## config.mk

```make
export PLATFORM = sky130hd
export DESIGN_NAME = run_sequencer_flat
export DESIGN_NICKNAME = d
export VERILOG_FILES = /design/src/rtl/conv_ctrl_pkg.sv /design/src/rtl/run_sequencer_if.sv /design/src/rtl/seq_watchdog.sv /design/src/rtl/run_sequencer.sv /design/src/flat_wrapper.sv
export SDC_FILE = /design/constraint.sdc
export NUM_CORES = 1
export LEC_CHECK = 0
export CAP_MARGIN = 5
export CELL_PAD_IN_SITES_DETAIL_PLACEMENT = 0
export CELL_PAD_IN_SITES_GLOBAL_PLACEMENT = 2
export CORE_MARGIN = 2
export CORE_UTILIZATION = 30
export DETAILED_ROUTE_END_ITERATION = 12
export GPL_TIMING_DRIVEN = 0
export PLACE_DENSITY_LB_ADDON = 0.1
export SLEW_MARGIN = 20
export SYNTH_ARGS = -nofsm -noshare
export SYNTH_HDL_FRONTEND = slang
export SYNTH_HIERARCHICAL = 1
export SYNTH_SLANG_ARGS = --single-unit
```

## constraint.sdc

```tcl
create_clock -name clk -period 1.6 [get_ports clk]
set_input_delay 0.4 -clock clk [delete_from_list [all_inputs] [get_ports clk]]
set_output_delay 0.4 -clock clk [all_outputs]
set_load 0.01 [all_outputs]
```

## src/rtl/conv_ctrl_pkg.sv

```systemverilog
`default_nettype none
// ============================================================================
// Module      : conv_ctrl_pkg
// Description : Shared definitions for the convolution control path.
//               Contains the sequencer state encoding and its error codes.
// Revision    : 1.0  initial release
// ============================================================================
package conv_ctrl_pkg;

  // Sequencer state encoding (3-bit).
  localparam logic [2:0] ST_IDLE  = 3'd0;
  localparam logic [2:0] ST_ISSUE = 3'd1;
  localparam logic [2:0] ST_WAIT  = 3'd2;
  localparam logic [2:0] ST_NEXT  = 3'd3;
  localparam logic [2:0] ST_DONE  = 3'd4;
  localparam logic [2:0] ST_ERR   = 3'd5;

  typedef enum logic [2:0] {
    S_IDLE  = ST_IDLE,
    S_ISSUE = ST_ISSUE,
    S_WAIT  = ST_WAIT,
    S_NEXT  = ST_NEXT,
    S_DONE  = ST_DONE,
    S_ERR   = ST_ERR
  } seq_state_e;

  // Error codes reported on err_code_o.
  localparam logic [1:0] ERR_NONE     = 2'b00;
  localparam logic [1:0] ERR_TIMEOUT  = 2'b01;
  localparam logic [1:0] ERR_LENGTH   = 2'b10;
  localparam logic [1:0] ERR_PROTOCOL = 2'b11;

endpackage
`default_nettype wire

```

## src/rtl/run_sequencer_if.sv

```systemverilog
`default_nettype none
// ============================================================================
// Module      : run_sequencer_if
// Description : Start/run/done handshake between the sequencer and a
//               fixed-length worker.
//   wk_start_o : sequencer -> worker, one-cycle start pulse
//   wk_run_i   : worker -> sequencer, one cycle per unit of work
//   wk_done_i  : worker -> sequencer, end-of-run pulse
// Revision    : 1.0  initial release
// ============================================================================
interface run_sequencer_if;
  logic wk_start_o;
  logic wk_run_i;
  logic wk_done_i;

  modport master (output wk_start_o, input wk_run_i, input wk_done_i);
  modport slave  (input wk_start_o, output wk_run_i, output wk_done_i);
endinterface
`default_nettype wire

```

## src/rtl/seq_watchdog.sv

```systemverilog
`default_nettype none
// ============================================================================
// Module      : seq_watchdog
// Description : Clearable cycle counter with terminal-count flag. Counts while
//               en_i is high and stops at TIMEOUT_CYC-1 (never wraps).
//   clk, rst_n : clock, asynchronous active-low reset
//   clr_i      : synchronous clear (priority over en_i)
//   en_i       : count enable
//   tc_o       : count has reached TIMEOUT_CYC-1
// Revision    : 1.0  initial release
// ============================================================================
module seq_watchdog #(
  parameter int TIMEOUT_CYC = 64
) (
  input  logic clk,
  input  logic rst_n,
  input  logic clr_i,
  input  logic en_i,
  output logic tc_o
);
  localparam int W = (TIMEOUT_CYC > 1) ? $clog2(TIMEOUT_CYC) : 1;
  localparam logic [W-1:0] TC_VAL = W'(TIMEOUT_CYC - 1);

  logic [W-1:0] cnt_q, cnt_d;

  always_comb begin
    cnt_d = cnt_q;
    if (clr_i)                        cnt_d = '0;
    else if (en_i && cnt_q != TC_VAL) cnt_d = cnt_q + W'(1);
  end

  always_ff @(posedge clk or negedge rst_n) begin
    if (!rst_n) cnt_q <= '0;
    else        cnt_q <= cnt_d;
  end

  assign tc_o = (cnt_q == TC_VAL);

endmodule
`default_nettype wire

```

## src/rtl/run_sequencer.sv

```systemverilog
`default_nettype none
// ============================================================================
// Module      : run_sequencer
// Description : Multi-pass controller for a fixed-length worker. Issues one
//               start pulse per pass, checks run length and timeout on each
//               pass, and reports completion or a sticky error.
//   clk, rst_n  : clock, asynchronous active-low reset
//   start_i     : command pulse (accepted in IDLE only)
//   num_pass_i  : number of passes, latched with start_i
//   clr_i       : leaves ERR (accepted in ERR only)
//   busy_o      : in ISSUE, WAIT or NEXT
//   done_o      : one-cycle completion pulse
//   err_o       : sticky error flag
//   err_code_o  : 01 timeout, 10 length mismatch, 11 protocol violation
//   pass_idx_o  : index of the current pass
//   wk          : worker handshake (master side)
// Revision    : 1.0  initial release
// ============================================================================
module run_sequencer
  import conv_ctrl_pkg::*;
#(
  parameter int COUNT_NUM   = 4,
  parameter int PASS_MAX    = 16,
  parameter int TIMEOUT_CYC = 64
) (
  input  logic                          clk,
  input  logic                          rst_n,
  input  logic                          start_i,
  input  logic [$clog2(PASS_MAX+1)-1:0] num_pass_i,
  input  logic                          clr_i,
  output logic                          busy_o,
  output logic                          done_o,
  output logic                          err_o,
  output logic [1:0]                    err_code_o,
  output logic [$clog2(PASS_MAX)-1:0]   pass_idx_o,
  run_sequencer_if.master               wk
);
  localparam int NPW = $clog2(PASS_MAX + 1);
  localparam int PIW = $clog2(PASS_MAX);
  localparam int RCW = $clog2(COUNT_NUM + 2);
  localparam logic [RCW-1:0] RUN_OK  = RCW'(COUNT_NUM);
  localparam logic [RCW-1:0] RUN_SAT = RCW'(COUNT_NUM + 1);

  seq_state_e     state_q, state_d;
  logic [NPW-1:0] num_pass_q, num_pass_d;
  logic [PIW-1:0] pass_idx_q, pass_idx_d;
  logic [RCW-1:0] run_cnt_q, run_cnt_d;
  logic [1:0]     err_code_q, err_code_d;
  logic           wdog_clr, wdog_en, wdog_tc;
  logic           last_pass;

  seq_watchdog #(.TIMEOUT_CYC(TIMEOUT_CYC)) u_wdog (
    .clk   (clk),
    .rst_n (rst_n),
    .clr_i (wdog_clr),
    .en_i  (wdog_en),
    .tc_o  (wdog_tc)
  );

  assign last_pass = ((NPW'(pass_idx_q) + NPW'(1)) == num_pass_q);

  always_comb begin
    state_d    = state_q;
    num_pass_d = num_pass_q;
    pass_idx_d = pass_idx_q;
    run_cnt_d  = run_cnt_q;
    err_code_d = err_code_q;
    wdog_clr   = 1'b0;
    wdog_en    = 1'b0;
    case (state_q)
      S_IDLE: begin
        if (start_i) begin
          num_pass_d = num_pass_i;
          pass_idx_d = '0;
          state_d    = (num_pass_i == '0) ? S_DONE : S_ISSUE;
        end
      end
      S_ISSUE: begin
        run_cnt_d = '0;
        wdog_clr  = 1'b1;
        state_d   = S_WAIT;
      end
      S_WAIT: begin
        wdog_en = 1'b1;
        if (wk.wk_run_i && run_cnt_q != RUN_SAT) run_cnt_d = run_cnt_q + RCW'(1);
        // Decisions use the count of completed run cycles (run_cnt_q); a run
        // coincident with done is a protocol error regardless of the count.
        if (wk.wk_run_i && wk.wk_done_i) begin
          err_code_d = ERR_PROTOCOL;
          state_d    = S_ERR;
        end else if (wk.wk_done_i) begin
          if (run_cnt_q == RUN_OK) begin
            state_d = last_pass ? S_DONE : S_NEXT;
          end else begin
            err_code_d = ERR_LENGTH;
            state_d    = S_ERR;
          end
        end else if (wdog_tc) begin
          err_code_d = ERR_TIMEOUT;
          state_d    = S_ERR;
        end
      end
      S_NEXT: begin
        pass_idx_d = pass_idx_q + PIW'(1);
        state_d    = S_ISSUE;
      end
      S_DONE: state_d = S_IDLE;
      S_ERR: begin
        if (clr_i) begin
          err_code_d = ERR_NONE;
          state_d    = S_IDLE;
        end
      end
      default: state_d = S_IDLE;
    endcase
  end

  always_ff @(posedge clk or negedge rst_n) begin
    if (!rst_n) begin
      state_q    <= S_IDLE;
      num_pass_q <= '0;
      pass_idx_q <= '0;
      run_cnt_q  <= '0;
      err_code_q <= ERR_NONE;
    end else begin
      state_q    <= state_d;
      num_pass_q <= num_pass_d;
      pass_idx_q <= pass_idx_d;
      run_cnt_q  <= run_cnt_d;
      err_code_q <= err_code_d;
    end
  end

  // Moore outputs: pure decodes of registered state.
  assign busy_o        = (state_q == S_ISSUE) || (state_q == S_WAIT) || (state_q == S_NEXT);
  assign done_o        = (state_q == S_DONE);
  assign err_o         = (state_q == S_ERR);
  assign err_code_o    = err_code_q;
  assign pass_idx_o    = pass_idx_q;
  assign wk.wk_start_o = (state_q == S_ISSUE);

endmodule
`default_nettype wire
```

## src/flat_wrapper.sv

```systemverilog
// flat-port wrapper written by rule: the top's interface ports become plain ports
module run_sequencer_flat import conv_ctrl_pkg::*;
#(
  parameter int COUNT_NUM   = 4,
  parameter int PASS_MAX    = 16,
  parameter int TIMEOUT_CYC = 64
)
  (clk, rst_n, start_i, num_pass_i, clr_i, busy_o, done_o, err_o, err_code_o, pass_idx_o, wk_wk_start_o, wk_wk_run_i, wk_wk_done_i);
  run_sequencer_if wk_i ();
  input  logic clk;
  input  logic rst_n;
  input  logic start_i;
  input  logic [$clog2(PASS_MAX+1)-1:0] num_pass_i;
  input  logic clr_i;
  output logic busy_o;
  output logic done_o;
  output logic err_o;
  output logic [1:0] err_code_o;
  output logic [$clog2(PASS_MAX)-1:0] pass_idx_o;
  output wire logic [$bits(wk_i.wk_start_o)-1:0] wk_wk_start_o;
  input wire logic [$bits(wk_i.wk_run_i)-1:0] wk_wk_run_i;
  input wire logic [$bits(wk_i.wk_done_i)-1:0] wk_wk_done_i;
  assign wk_wk_start_o = wk_i.wk_start_o;
  assign wk_i.wk_run_i = wk_wk_run_i;
  assign wk_i.wk_done_i = wk_wk_done_i;
  run_sequencer #(.COUNT_NUM(COUNT_NUM), .PASS_MAX(PASS_MAX), .TIMEOUT_CYC(TIMEOUT_CYC)) u_core (.clk(clk), .rst_n(rst_n), .start_i(start_i), .num_pass_i(num_pass_i), .clr_i(clr_i), .busy_o(busy_o), .done_o(done_o), .err_o(err_o), .err_code_o(err_code_o), .pass_idx_o(pass_idx_o), .wk(wk_i));
endmodule
```

# --- After elaboration in Yosys (flattened, before gate mapping) ---
# Cells that the tools add are included.
word_totals:
  register_bits: 23
  in_bits: 11
  output_inout_bits: 10
  wordCells: 64
op_classes:
  add_sub_neg: 4
  n_eq_ne: 15
  n_mux: 23
  reduce_logical: 16
ops:
  columns: ["op", "n"]
  rows:
  - ["$mux 3", 9]
  - ["$pmux 3 s5", 1]
  - ["$mux 6", 2]
  - ["$mux 2", 5]
  - ["$eq 3x3->1 const B", 3]
  - ["$ne 4x3->1 const B", 2]
  - ["$pmux 4 s2", 1]
  - ["$reduce_bool 2->1", 4]
  - ["$add 6x1->6 const B", 1]
  - ["$eq 3x2->1 const B", 2]
  - ["$eq 6x6->1 const B", 1]
  - ["$ne 6x6->1 const B", 1]
  - ["$pmux 3 s2", 1]
  - ["$reduce_and 2->1", 3]
  - ["$add 4x1->5 const B", 1]
  - ["$eq 5x5->1", 1]
  - ["$logic_not 5->1", 1]
  - ["$add 4x1->4 const B", 1]
  - ["$mux 4", 1]
  - ["$ne 2x2->1 const B", 2]
  - ["$pmux 2 s2", 1]
  - ["$reduce_and 4->1", 1]
  - ["$add 3x1->3 const B", 1]
  - ["$eq 3x1->1 const B", 1]
  - ["7 further kinds", 11]

# --- Depth between registers and ports, before layout ---
logic_depth:
  ltp_word: 7
  mapped_depth: 8
  mapped_depth_nobuf: 8

# --- Modules after synthesis ---
# Netlist, hierarchy kept.
by_module_without_submodules:
  columns: ["mod", "instances", "cells_each", "area_per_inst_um2", "seq_area_each_um2"]
  rows:
  - ["run_sequencer", 1, 110, 1042.2, 425.4]
  - ["seq_watchdog", 1, 32, 341.6, 150.1]

# --- Worst setup path after synthesis ---
# Ideal clock, no wire load.
synth_path:
  path_kind: "register to register"
  start: "register u_core.state_q[1]"
  end: "register u_core.u_wdog.cnt_q[0]"
  setup_time_ns: 0.125
  arrival_time_ns: 1.757
  required_ns: 1.475
  path_slack_ns: -0.282
  path_stages_with_launch: 5
  path_buffers: 1
  period_less_slack_ns: 1.882
  path_cell_list: "dfrtp_1 buf_2 nor3_1 nor2_1 mux2_4"
synth_between:
  elab_cells_between_ends: 7
  cone_classes: "2 x eq/ne; 3 x mux; 2 x reduce/logical"
synth_lines:
  columns: ["item", "line", "text"]
  rows:
  - ["start: declaration", "run_sequencer.sv:44", "seq_state_e state_q, state_d;"]
  - ["start signal: assignment", "run_sequencer.sv:126", "state_q <= state_d;"]
  - ["$eq 3x1->1 *", null, null]
  - ["named net wk_wk_start_o", "flat_wrapper.sv:20", "output wire logic [$bits(wk_i.wk_start_o)-1:0] wk_wk_start_o;"]
  - ["$mux 1 *", "run_sequencer.sv:70", "case (state_q)"]
  - ["$mux 6 or $reduce_bool 2->1 (tied branches)", null, null]
  - ["end signal: assignment", "seq_watchdog.sv:34", "else cnt_q <= cnt_d;"]
  - ["end: declaration", "seq_watchdog.sv:24", "logic [W-1:0] cnt_q, cnt_d;"]
# The timed path passes the listed nets; every way through them passes the cells marked *.
# A chain may end at the register's enable or synchronous reset.

# --- Worst setup path after layout ---
layout_path:
  start: "register u_core.u_wdog.cnt_q[0]"
  end: "register u_core.state_q[0]"
layout_between:
  elab_chain_len: 3
layout_rtl:
  columns: ["item", "line", "text"]
  rows:
  - ["$eq 6x6->1", "seq_watchdog.sv:37", "assign tc_o = (cnt_q == TC_VAL);"]
  - ["named net u_core.wdog_tc", "run_sequencer.sv:49", "logic wdog_clr, wdog_en, wdog_tc;"]
  - ["$ne 4x3->1 (no source line)", null, null]
  - ["$reduce_and 3->1 (no source line)", null, null]
# The timed path passes the listed nets, and every way through them passes these cells.

==> Implementation_results.wiki <==
{| class="wikitable"
! Metric !! Value
|-
| Startpoint of the worst register-to-register path || u_core/u_wdog/cnt_q[0]$_DFFE_PN0P_
|-
| Cts bufs inserted || 3
|-
| Register-to-register setup slack || -70 ps
|-
| Max Root-Sink Buffers || 2
|-
| Fraction of power consumed by combinational cells || 61.3%
|-
| Cell internal power dissipation || 2.07 mW
|-
| Pre-CTS WS || -726 ps
|-
| Top post-synthesis cells by count || sky130_fd_sc_hd__dfrtp_1 (23), sky130_fd_sc_hd__a21oi_1 (14), sky130_fd_sc_hd__nor2_1 (13)
|-
| First-pass iteration count of the detailed router || 6
|-
| Effective utilization at floorplan || 31.6%
|-
| Number of unique standard cell types used by synthesis || 46
|-
| Buffer cell driving the clock tree root || sky130_fd_sc_hd__clkbuf_8
|-
| Setup repair after global routing missed its margin || yes
|-
| Share of cells above drive strength 1 || 40.9%
|-
| CTS clock-pin slew for the worst setup and hold paths || 90 ps
|-
| Share of the synthesized area in compound gates (AO/OA/AOI/OAI) || 17.0%
|-
| Violated checks || negative setup slack
|-
| Placer's final routability congestion estimate || 0.682
|-
| Peak VDD IR || 792 uV
|-
| Post-synth EDFFs || 0
|-
| Main combinational cell family by area after synthesis || simple AND/OR/NAND/NOR gates
|-
| Count of fill cells added during filler insertion || 431
|-
| Total area of sequential cells || 581 um^2
|-
| Post-synthesis simple-gate area fraction || 21.3%
|-
| # diodes || 0
|-
| CTS tree || yes
|-
| Final setup skew || 9.94 ps
|-
| Maximum number of pins on one net before global-route repair || 24
|-
| Async set-or-reset flop fraction in the synthesized netlist || 100%
|-
| Antenna violations before repair || 0
|-
| Vias in the first global route || 1231
|-
| Outcome || finished, violations left
|-
| Vias per cell || 5.01
|-
| Slew of the pin with the lowest slew margin || 554 ps
|-
| Portion of the post-synthesis area used by sequential elements || 41.6%
|-
| Overall track demand over capacity in global routing || 14.0%
|-
| Number of max-slew violations in the final report || 0
|-
| Primary flip-flop cell chosen by synthesis mapping || sky130_fd_sc_hd__dfrtp_1
|-
| Die extent in y || 71.9 um
|-
| Setup slack of the critical path after layout || -74.2 ps
|-
| Number of violations of the max-capacitance limit || 0
|-
| Data required time at the worst endpoint || 1810 ps
|-
| Power per cell area || 1670 mW/mm^2
|-
| Std cell rows || 24
|-
| Area of the mapped netlist || 0.00138 mm^2
|-
| Placed wire-length estimate || 2270 um
|-
| Destination of the worst register-to-register timing path || u_core/state_q[0]$_DFFE_PN0P_
|-
| DRC violation count after routing || 0
|-
| Sequential Power Share || 27.8%
|-
| Number of instances in the synthesized netlist || 142
|-
| Number of nets in the final layout || 210
|-
| Average cell area after synthesis || 9.75 um^2
|-
| Nets in the synthesized netlist || 158
|-
| Clock share of power || 10.9%
|-
| Number of top-level pins || 21
|-
| Max-slew headroom at the worst pin || 63.0%
|-
| Post-Route Setup TNS || -129 ps
|-
| Final worst-path cycle share || 105%
|-
| Fin crit period || 1670 ps
|-
| Top cell type's share of synthesized area || 41.6%
|-
| CTS hold repair buffers || 0
|-
| Area occupied by multi-input gates || 878 um^2
|-
| Count of vias placed by the detailed router || 1228
|-
| Seq cells post-synth || 23
|-
| Core occupancy in the finished layout || 46.9%
|-
| Leading cell type by number of instances after synthesis || sky130_fd_sc_hd__dfrtp_1
|-
| Sort of element at the start of the critical path || register
|-
| Cell total after placement || 214
|-
| Total wire length after detailed routing || 3570 um
|-
| Final ANT Viol Nets || 0
|-
| Yosys warning total || 6
|-
| Data arrival at the endpoint of the critical path || 1890 ps
|-
| Dominant cells by area after synthesis || sky130_fd_sc_hd__dfrtp_1 (42%), sky130_fd_sc_hd__a21oi_1 (5.1%), sky130_fd_sc_hd__mux2_2 (4.9%)
|-
| Largest stage delay, worst path || 380 ps
|-
| Die footprint || 0.00517 mm^2
|-
| Syn-to-layout area delta || 48.5%
|-
| Total congestion overflow after global routing || 0
|-
| Cells traversed along the worst timing path || ha_2, and4_4, nand2_4, inv_4, nor2_4, a311oi_2, buf_4, o211ai_1, nand2_1
|-
| Wire length of the first global-routing pass || 5760 um
|-
| R2R depth || 9
|-
| Cell type with the largest total area after synthesis || sky130_fd_sc_hd__dfrtp_1
|-
| Element type at the critical path end || register
|-
| P_sw || 1.36 mW
|-
| Count of endpoints failing setup in the final report || 3
|-
| # clock sinks || 23
|-
| Number of buffers inserted by port buffering || 20
|-
| Routed len/inst || 14.6 um
|-
| Xor/xnor share of the synthesized area || 3.80%
|-
| Multiplexer share of the synthesized area || 7.50%
|-
| Area of the placeable core || 0.00438 mm^2
|-
| Final cell count without fillers || 245
|-
| Slowest stage cell on the critical path || sky130_fd_sc_hd__dfrtp_1
|-
| Switching share of power || 39.6%
|-
| Depth of the CTS H-tree || 1
|-
| Critical path peak fanout || 3
|-
| Crit Path Category || reg -> reg
|-
| Final hold violation count || 0
|-
| Overall die width || 71.9 um
|-
| Hold WC Path Type || in -> async
|-
| P_leak || 0.976 nW
|-
| Post-synthesis share of cell area spent on full adders, half adders and majority gates || 4.52%
|-
| DR iter-0 viols || 29
|-
| Highest achievable clock rate || 0.597 GHz
|-
| Clock latency reported for the late side of the worst-skew pair || 270 ps
|}
==> power groups by stage <==
stage | logic, mW | clock network (mW) | registers (mW)
6_report | 2.10 | 0.375 | 0.953
5_1_grt | 2.28 | 0.419 | 0.981
4_1_cts | 1.83 | 0.395 | 0.925
3_5_place_dp | 1.44 | 0 | 0.956
3_3_place_gp | 1.42 | 0 | 0.950
2_1_floorplan | 0.994 | 0 | 0.935
==> registers in the layout (all words and copies together) (netlist names) <==
| register | cells |
|---|---|
| u_core/state_q | 3 |
| u_core/u_wdog/cnt_q | 6 |
| u_core/err_code_o | 2 |
| u_core/num_pass_q | 5 |
| u_core/run_cnt_q | 3 |
| u_core/pass_idx_o | 4 |
==> cell families after synthesis <==
| kind of cell | after synthesis |
|---|---|
| mux | 9 |
| simple gates | 49 |
| compound gates | 36 |
| fa+ha+maj | 5 |
| flops | 23 |
| buf+inv | 14 |
| xor+xnor | 6 |
==> placed cells by master (no fill, tap or decap), types with 6 or more instances in the layout <==
| cell | instances |
|---|---|
| sky130_fd_sc_hd__buf_4 | 24 |
| sky130_fd_sc_hd__nand2_1 | 6 |
| sky130_fd_sc_hd__nor2_1 | 9 |
| sky130_fd_sc_hd__inv_1 | 6 |
| sky130_fd_sc_hd__dfrtp_1 | 19 |
| sky130_fd_sc_hd__a21oi_1 | 14 |
| sky130_fd_sc_hd__mux2_2 | 6 |
| sky130_fd_sc_hd__buf_2 | 7 |
| sky130_fd_sc_hd__clkdlybuf4s50_1 | 7 |
==> worst max-delay path: cells and delay by family, from the launching register on <==
| family | cells | cell delay, ps |
|---|---|---|
| AOI/OAI and AO/OA | 2 | 380 |
| and+or+nand+nor | 4 | 450 |
| buffers and inverters | 2 | 240 |
| adders and majority gates | 1 | 180 |
| DFF | 1 | 380 |
==> cell type report <==
cell class / instances / share of cell area [%]
well taps: 52 / 3.17
repair buffers: 47 / 18.6
plain buffers: 5 / 3.11
flip-flops and latches: 23 / 28.3
clock buffers: 3 / 2.01
multi-input cells: 105 / 42.8
clock inverters: 1 / 0.244
inverters: 9 / 1.89
==> metal layers <==
metal	routed length, um	global-route usage, %	vias to the layer above	part of all wire [%]
met2	1890	25.2	18	53
met5	0	0	-	0
li1	-	-	612	-
met1	1570	17.3	594	44
met3	92	3.33	4	2.6
met4	19	2.52	0	0.53
==> how the worst max path moves through the flow <==
stage                                            start                            end  slack (ps)
floorplan           u_core/u_wdog/cnt_q[0]$_DFFE_PN0P_  u_core/state_q[2]$_DFFE_PN0P_          -2
global placement         u_core/state_q[0]$_DFFE_PN0P_                  wk_wk_start_o        -740
detailed placement       u_core/state_q[0]$_DFFE_PN0P_                  wk_wk_start_o        -730
CTS                      u_core/state_q[1]$_DFFE_PN0P_                         done_o         -40
global route        u_core/u_wdog/cnt_q[0]$_DFFE_PN0P_  u_core/state_q[0]$_DFFE_PN0P_        -180
finish              u_core/u_wdog/cnt_q[0]$_DFFE_PN0P_  u_core/state_q[0]$_DFFE_PN0P_         -70
==> through the flow <==
step	hold slack [ps]	total power [mW]	area, um^2
after floorplan	104	1.93	1390
after global placement	462	2.37	1660
after detailed placement	432	2.40	1650
after CTS	126	3.15	1910
after global routing	141	3.68	2050
final	103	3.43	2050
==> timing repair <==
action / CTS / global route
setup buffers: 15 / 11
gates cloned: 0 / 1
setup endpoints to repair: 23 / 19
gates resized for setup: 51 / 16
pin swaps: 12 / 13
No activity file was read; power rests on OpenSTA's default activity.
